===== config.mk =====
export PLATFORM = sky130hd
export DESIGN_NAME = enemy_march_scheduler
export DESIGN_NICKNAME = d
export VERILOG_FILES = /design/src/rtl/enemy_pkg.sv /design/src/rtl/march_period_calc.sv /design/src/rtl/enemy_march_scheduler.sv
export SDC_FILE = /design/constraint.sdc
export NUM_CORES = 1
export LEC_CHECK = 0
export CORE_ASPECT_RATIO = 0.9
export CORE_UTILIZATION = 53
export DETAILED_ROUTE_END_ITERATION = 7
export PLACE_DENSITY = 0.85
export SLEW_MARGIN = 30
export SYNTH_ARGS = -nofsm -noshare
export SYNTH_HDL_FRONTEND = slang
export SYNTH_HIERARCHICAL = 1
export SYNTH_SLANG_ARGS = --single-unit

===== constraint.sdc =====
create_clock -name i_Clk -period 2.13 [get_ports i_Clk]
set_clock_uncertainty 0.1 [all_clocks]
set_input_delay 0.213 -clock i_Clk [delete_from_list [all_inputs] [get_ports i_Clk]]
set_output_delay 0.213 -clock i_Clk [all_outputs]
set_load 0.05 [all_outputs]

===== src/rtl/enemy_pkg.sv =====
// Shared types and constants for the enemy march logic: FSM states, phase codes
// and the phase-to-direction mapping used by the row movers.
package enemy_pkg;

    typedef enum logic [1:0] {
        ST_IDLE    = 2'd0,
        ST_WAIT    = 2'd1,
        ST_SWEEP   = 2'd2,
        ST_ADVANCE = 2'd3
    } marchState_t;

    localparam logic [1:0] PHASE_L0 = 2'b00;
    localparam logic [1:0] PHASE_R0 = 2'b01;
    localparam logic [1:0] PHASE_R1 = 2'b10;
    localparam logic [1:0] PHASE_L1 = 2'b11;

    typedef enum logic {
        DIR_LEFT  = 1'b0,
        DIR_RIGHT = 1'b1
    } marchDir_t;

    // Phases 01 and 10 march right, 00 and 11 march left.
    function automatic marchDir_t phaseDir(input logic [1:0] phase);
        return (phase[1] ^ phase[0]) ? DIR_RIGHT : DIR_LEFT;
    endfunction

endpackage


===== src/rtl/march_period_calc.sv =====
// Step period from the live enemy count: half the count, clamped to
// [MIN_STEP_FRAMES, STEP_FRAMES]; zero alive yields period 0 (march stalls).
module march_period_calc #(
    parameter int unsigned STEP_FRAMES     = 16,
    parameter int unsigned MIN_STEP_FRAMES = 2
) (
    input  logic [5:0] aliveCount,
    output logic [5:0] period
);

    logic [5:0] half;

    always_comb begin
        half = {1'b0, aliveCount[5:1]};
        if (aliveCount == '0) begin
            period = '0;
        end else if (half < 6'(MIN_STEP_FRAMES)) begin
            period = 6'(MIN_STEP_FRAMES);
        end else if (half > 6'(STEP_FRAMES)) begin
            period = 6'(STEP_FRAMES);
        end else begin
            period = half;
        end
    end

endmodule


===== src/rtl/enemy_march_scheduler.sv =====
// Enemy formation march sequencer: frame-tick counting, per-row step strobes and
// the 2-bit march phase. Define ENEMY_MARCH_SPEEDUP_EN for alive-count speed-up.
module enemy_march_scheduler
    import enemy_pkg::*;
#(
    parameter int unsigned ROWS            = 5,
    parameter int unsigned STEP_FRAMES     = 16,
    parameter int unsigned STEPS_PER_PHASE = 32,
    parameter int unsigned MIN_STEP_FRAMES = 2
) (
    input  logic            i_Clk,
    input  logic            i_Rst,
    input  logic            i_Enable,
    input  logic            i_FrameTick,
    input  logic [5:0]      i_AliveCount,
    output logic [1:0]      o_PhaseState,
    output logic [ROWS-1:0] o_RowStep,
    output logic            o_StepDone,
    output logic            o_Busy
);

    localparam int unsigned IDX_W  = (ROWS > 1) ? $clog2(ROWS) : 1;
    localparam int unsigned STEP_W = $clog2(STEPS_PER_PHASE);
    localparam logic [IDX_W-1:0]  ROW_LAST  = IDX_W'(ROWS - 1);
    localparam logic [STEP_W-1:0] STEP_LAST = STEP_W'(STEPS_PER_PHASE - 1);

    marchState_t       state, stateNext;
    logic [5:0]        frameCnt, frameCntNext;
    logic [5:0]        period, periodNext, periodNow;
    logic [IDX_W-1:0]  rowIdx, rowIdxNext;
    logic [STEP_W-1:0] stepCnt, stepCntNext;
    logic [1:0]        phase, phaseNext;
    logic [ROWS-1:0]   rowStepNext;
    logic              qualTick;

`ifdef ENEMY_MARCH_SPEEDUP_EN
    march_period_calc #(
        .STEP_FRAMES    (STEP_FRAMES),
        .MIN_STEP_FRAMES(MIN_STEP_FRAMES)
    ) periodCalc (
        .aliveCount(i_AliveCount),
        .period    (periodNow)
    );
`else
    logic unusedAlive;
    assign unusedAlive = ^i_AliveCount;
    assign periodNow   = 6'(STEP_FRAMES);
`endif

    always_comb begin
        stateNext    = state;
        frameCntNext = frameCnt;
        periodNext   = period;
        rowIdxNext   = rowIdx;
        stepCntNext  = stepCnt;
        phaseNext    = phase;
        // A zero period (no enemies alive) never qualifies a tick.
        qualTick     = i_FrameTick && (period != '0) && (frameCnt == period - 6'd1);

        case (state)
            ST_IDLE: begin
                if (i_Enable) begin
                    stateNext    = ST_WAIT;
                    frameCntNext = '0;
                    periodNext   = periodNow;
                end
            end
            ST_WAIT: begin
                if (!i_Enable) begin
                    stateNext = ST_IDLE;
                end else if (qualTick) begin
                    stateNext  = ST_SWEEP;
                    rowIdxNext = '0;
                end else if (i_FrameTick) begin
                    frameCntNext = frameCnt + 6'd1;
                end
            end
            ST_SWEEP: begin
                if (rowIdx == ROW_LAST) begin
                    stateNext = ST_ADVANCE;
                end else begin
                    rowIdxNext = rowIdx + 1'b1;
                end
            end
            ST_ADVANCE: begin
                stateNext    = ST_WAIT;
                frameCntNext = '0;
                periodNext   = periodNow;
                if (stepCnt == STEP_LAST) begin
                    stepCntNext = '0;
                    phaseNext   = phase + 2'd1;
                end else begin
                    stepCntNext = stepCnt + 1'b1;
                end
            end
            default: stateNext = ST_IDLE;
        endcase

        // Strobes are decoded from the next state so they leave a register.
        rowStepNext = '0;
        if (stateNext == ST_SWEEP) begin
            rowStepNext = ROWS'(1) << rowIdxNext;
        end
    end

    always_ff @(posedge i_Clk) begin
        if (i_Rst) begin
            state      <= ST_IDLE;
            frameCnt   <= '0;
            period     <= '0;
            rowIdx     <= '0;
            stepCnt    <= '0;
            phase      <= PHASE_L0;
            o_RowStep  <= '0;
            o_StepDone <= 1'b0;
            o_Busy     <= 1'b0;
        end else begin
            state      <= stateNext;
            frameCnt   <= frameCntNext;
            period     <= periodNext;
            rowIdx     <= rowIdxNext;
            stepCnt    <= stepCntNext;
            phase      <= phaseNext;
            o_RowStep  <= rowStepNext;
            o_StepDone <= (stateNext == ST_ADVANCE);
            o_Busy     <= (stateNext == ST_SWEEP) || (stateNext == ST_ADVANCE);
        end
    end

    assign o_PhaseState = phase;

endmodule

# After elaboration in Yosys (flattened, before gate mapping)
# Cells that the tools add are included.
[totals]
rom_bits = 0
output_inout_bits = 9
latchBits = 0
ram_bits = 0
memories = 0
reg_bits = 31
wordCells = 56
[classes]
div_mod_pow = 0
n_eq_ne = 12
magnitude_cmp = 0
n_mul = 0
n_addsub = 5
n_bitwise = 1
reduce_logical = 11
n_shift = 1
muxes = 17
[op_table]
columns = ["cell", "n"]
rows = [
  ["$mux W6", 5],
  ["$pmux W6 S3", 1],
  ["$pmux W6 S2", 1],
  ["$mux W3", 3],
  ["$eq A2 B2 Y1 const B", 4],
  ["$mux W2", 4],
  ["$ne A2 B2 Y1 const B", 4],
  ["$pmux W2 S4", 1],
  ["$add A6 B1 Y6 const B", 1],
  ["$eq A6 B6 Y1", 1],
  ["$pmux W3 S2", 1],
  ["$reduce_bool A6 Y1", 1],
  ["$sub A6 B1 Y6 const B", 1],
  ["$add A5 B1 Y5 const B", 1],
  ["$eq A5 B5 Y1 const B", 1],
  ["$mux W5", 1],
  ["$reduce_and A5 Y1", 1],
  ["$shl A1 B3 Y5 const A", 1],
  ["$reduce_and A2 Y1", 2],
  ["$add A3 B1 Y3 const B", 1],
  ["$eq A3 B3 Y1 const B", 1],
  ["$reduce_bool A3 Y1", 1],
  ["$add A2 B1 Y2 const B", 1],
  ["$eq A2 B1 Y1 const B", 1],
  ["other kinds (6)", 7],
]

# Longest topological paths before layout
[depth]
depth_word = 9
depth_mapped = 8
depth_no_buf = 7

# Worst setup path after synthesis
# OpenSTA, ideal clock, no wires.
[synth_path]
kind = "register to register"
start = "reg state[0]"
end = "reg o_StepDone"
path_slack_ps = 425
period_less_slack_ps = 1705
stages_incl_launch_ff = 8
arrival_time_ps = 1489
path_cell_list = "dfxtp_1 -> inv_1 -> ha_1 -> clkbuf_2 -> a311oi_1 -> o21ai_0 -> o41ai_4 -> and2b_2"
[synth_via]
elab_chain_len = 4
word_cells_on_any_way = 10
[synth_rtl]
columns = ["element", "line_no", "rtl"]
rows = [
  ["start, declared", "enemy_march_scheduler.sv:27", "marchState_t state, stateNext;"],
  ["start signal, assigned", "enemy_march_scheduler.sv:118", "state <= stateNext;"],
  ["$mux W2", "enemy_march_scheduler.sv:71", "end else if (qualTick) begin"],
  ["$mux W2", "enemy_march_scheduler.sv:69", "if (!i_Enable) begin"],
  ["$pmux W2 S4 *", "enemy_march_scheduler.sv:60", "case (state)"],
  ["$eq A2 B2 Y1 *", "enemy_march_scheduler.sv:125", "o_StepDone <= (stateNext == ST_ADVANCE);"],
  ["end signal, assigned", "enemy_march_scheduler.sv:125", ""],
  ["end, declared", "enemy_march_scheduler.sv:18", "output logic o_StepDone,"],
]
# Every way passes the cells marked *; elsewhere a longest branch is shown, timed or not.
# A chain may end at the register's enable or synchronous reset.

# Worst setup path in the final report
[layout_path]
start = "reg state[0]"
end = "reg o_RowStep[3]"
[layout_via]
elab_chain_len = 6
word_cells_on_any_way = 14
[layout_rtl]
columns = ["element", "line_no", "rtl"]
rows = [
  ["$mux W2", "enemy_march_scheduler.sv:71", ""],
  ["$mux W2", "enemy_march_scheduler.sv:69", ""],
  ["$pmux W2 S4", "enemy_march_scheduler.sv:60", ""],
  ["$eq A2 B2 Y1", "enemy_march_scheduler.sv:101", "if (stateNext == ST_SWEEP) begin"],
  ["$not A1 Y1 (no line)", "n/a", ""],
  ["$reduce_or A2 Y1 (no line)", "n/a", ""],
  ["end signal, assigned", "enemy_march_scheduler.sv:124", "o_RowStep <= rowStepNext;"],
  ["end, declared", "enemy_march_scheduler.sv:17", "output logic [ROWS-1:0] o_RowStep,"],
]
# Parallel ways exist; a longest one is shown, timed or not.

==> out/results.txt <==
Die Span Y - 49.0 um
Nets - 174
CP top delay family - compound AO/OA/AOI/OAI gates
Maximum vdd drop - 0.000370 V
Number of port buffers - 12
Largest family of logic cells by synthesized area - simple AND/OR/NAND/NOR gates
Max-cap violation count - 0
Top cell type's share of synthesized area - 0.400
Clk pin slew, worst setup/hold paths - 0.13 ns
Router iterations before antenna repair - 4
Syn_nets - 158
Dominant cell type by area after synthesis - dfxtp_1
Final WL - 2430 um
Root buf cell - clkbuf_4
Die area - 2660 sq um
Leakage - 0.569 nW
Placed cell count - 176
Tot GR Track Use - 0.208
Tmin final - 1.99 ns
Setup bufs post-CTS - 0
Post-route clock period utilization - 0.933
Hold path depth - 2
DR vias/cell - 5.72
DRT antenna net count - 0
Avg WL per Cell - 13.5 um
Vias - 1029
CP Data Required Time - 2.30 ns
Layout cells sized above 1 - 0.124
Post-synthesis sequential area ratio - 0.400
Post-synth EDFFs - 0
Starting Density - 0.580
Reg-to-Reg End - o_RowStep[3]
Clk sinks - 26
Fin Setup TNS - 0 ns
Synth Area in XOR/XNOR - 0.0472
Cts bufs inserted - 3
Top cells by area, synth - dfxtp_1 40%, ha_1 9.6%, nor2_1 6.9%, xor2_1 4.0%, o41ai_4 2.1%
Row count - 16
Finish-stage setup viols - 0
Syn avg cell area - 9.42 sq um
Die X-Extent - 54.2 um
Adder-cell share of the synthesized area - 0.0962
Hold WC Path Type - reg -> reg
Outcome - finished, final reports clean
Final Slew Violations - 0
H-tree lvl count - 1
Ant diodes - 0
Largest net degree at the start of global routing - 15
Simple-gate share of the synthesized area - 0.268
Post-synthesis mux area share - 0.0164
Ports - 19
Vias in the first global route - 948
DRC - 0
Worst path bufs/invs - 1
Final Hold Viols - 0
Worst path slowest cell - ha_1
Nature of the critical path startpoint - flop
Synthesized area - 1300 sq um
Relative slew margins - 0.666
CTS tree - done
Synth warnings - 6
Delay of the slowest critical-path stage - 0.39 ns
Cells after synthesis - 138
Netlist cell types - 42
Critical path cell sequence - inv_1, ha_1, nand2_1, o311ai_0, a31oi_1, nand3b_1, nor2_1
Initial antenna violation count - 0
#FFs+latches synth - 26
Reg2reg path depth - 7
Worst-Margin Slew - 0.499 ns
Synth Area in Compound Gates - 0.151
CP endpoint kind - flop
CTS Buffer Depth - 2
Min-delay src - frameCnt[1]
Grt total ovfl - 0
PwrDens - 577 nW/um^2
Clock latency on the worst-skew pair - 0.33 ns
Area growth syn-to-layout - 14.9%
First-pass GRT wire length - 4040 um
Worst hold endpoint - frameCnt[1]
Detail Placement HPWL - 1810 um
Starting DRT DRC Count - 20
CP Class - reg -> reg
FFs w/ async S/R, synth - 0
Gpl congestion - 0.762
Worst R2R Start - state[0]
Main synth FF type - dfxtp_1
Unrepaired setup endpoints after global routing - no
Crit path max fanout - 7
Final Non-Filler Cells - 180
FF-to-FF setup slack - 0.14 ns
Critical path data arrival time - 2.16 ns
Max Freq - 503 MHz
Floorplan Core Area - 2240 sq um
worst max-delay path by stage:
stage,startpoint,endpoint,slack (ns),cells past startpoint
after floorplan,state[0],o_StepDone,0.43,7
after global placement,i_Enable,frameCnt[5],0.22,6
after detailed placement,state[1],o_RowStep[3],0.14,7
after CTS,state[1],o_RowStep[3],0.10,7
after global routing,state[0],o_RowStep[2],0.03,7
final,state[0],o_RowStep[3],0.14,7
metal layers:
metal | track usage | up-vias | share of wire
met3 | 0.0779 | 7 | 0.046
met2 | 0.339 | 21 | 0.50
li1 | - | 515 | -
met1 | 0.239 | 486 | 0.43
met4 | 0.0769 | 0 | 0.021
met5 | 0 | - | 0
worst reg2reg max path, delay by kind of cell (launching register included):
kind / cells / cell delay, ns
AO/OA/AOI/OAI: 2 / 0.52
adder cells (fa/ha/maj): 1 / 0.39
buffers and inverters: 1 / 0.10
flip-flops: 1 / 0.38
AND/OR/NAND/NOR: 3 / 0.44
sequential cells by signal, indices dropped and copies added, names as in the netlist:
register      count
o_PhaseState      2
frameCnt          6
stepCnt           5
rowIdx            3
state             2
period            1
o_StepDone        1
o_RowStep         5
o_Busy            1
Yosys cell counts (all sizes together), types with 2 or more instances:
| master | count |
|---|---|
| dfxtp | 26 |
| nor2 | 25 |
| ha | 10 |
| nand2 | 8 |
| xor2 | 6 |
| a21oi | 5 |
| nand3 | 5 |
| o21ai | 5 |
| a31oi | 4 |
| and3 | 4 |
| inv | 4 |
| nand2b | 4 |
| nand4 | 4 |
| clkbuf | 3 |
| nand3b | 3 |
| a211oi | 2 |
| a311oi | 2 |
| and2b | 2 |
| and4b | 2 |
| nor2b | 2 |
| nor3 | 2 |
power by group:
part / total (mW) / internal, mW / switching (mW)
registers: 0.502 / 0.494 / 0.00867
logic: 0.113 / 0.0471 / 0.0654
clock network: 0.247 / 0.105 / 0.143
total: 0.862 / 0.646 / 0.217
cell families after synthesis:
kind of cell    after synthesis
buf+inv                       7
compound gates               22
xor+xnor                      7
flops                        26
simple gates                 64
mux                           2
fa+ha+maj                    10
placed cells by master, fill, tap and decap left out, types with 2 or more instances in the layout:
cell,n
a21oi_1,5
a31oi_1,3
and3_1,4
buf_4,2
clkbuf_4,3
clkdlybuf4s50_1,12
dfxtp_1,25
ha_1,10
inv_1,4
nand2_1,7
nand2b_1,4
nand3_1,5
nand3b_1,3
nand4_1,3
nor2_1,24
nor2b_1,2
o21ai_0,4
xor2_1,6
per-stage QoR:
step	power, mW	worst slack [ns]	utilization	hold slack (ns)	cell area, sq um
5_1_grt	0.902	0.0265	0.666	0.448	1490
2_1_floorplan	0.597	0.425	-	0.182	1300
4_1_cts	0.869	0.101	0.666	0.414	1490
6_report	0.862	0.142	0.666	0.418	1490
3_3_place_gp	0.621	0.222	0.650	0.374	1460
3_5_place_dp	0.624	0.139	0.650	0.393	1460
repair_timing:
action	CTS	global route
hold endpoints to repair	0	0
hold buffers	0	0
endpoints found under the setup margin	0	2
gates resized for setup	0	1
area by class of cell:
type	instances	area, sq um
clock buffers	4	36.3
repair buffers	14	135
fillers	187	748
inverters	4	15.0
well taps	27	33.8
flip-flops and latches	26	522
multi-input cells	105	752
Note: power is estimated with default switching activity, not from simulation.
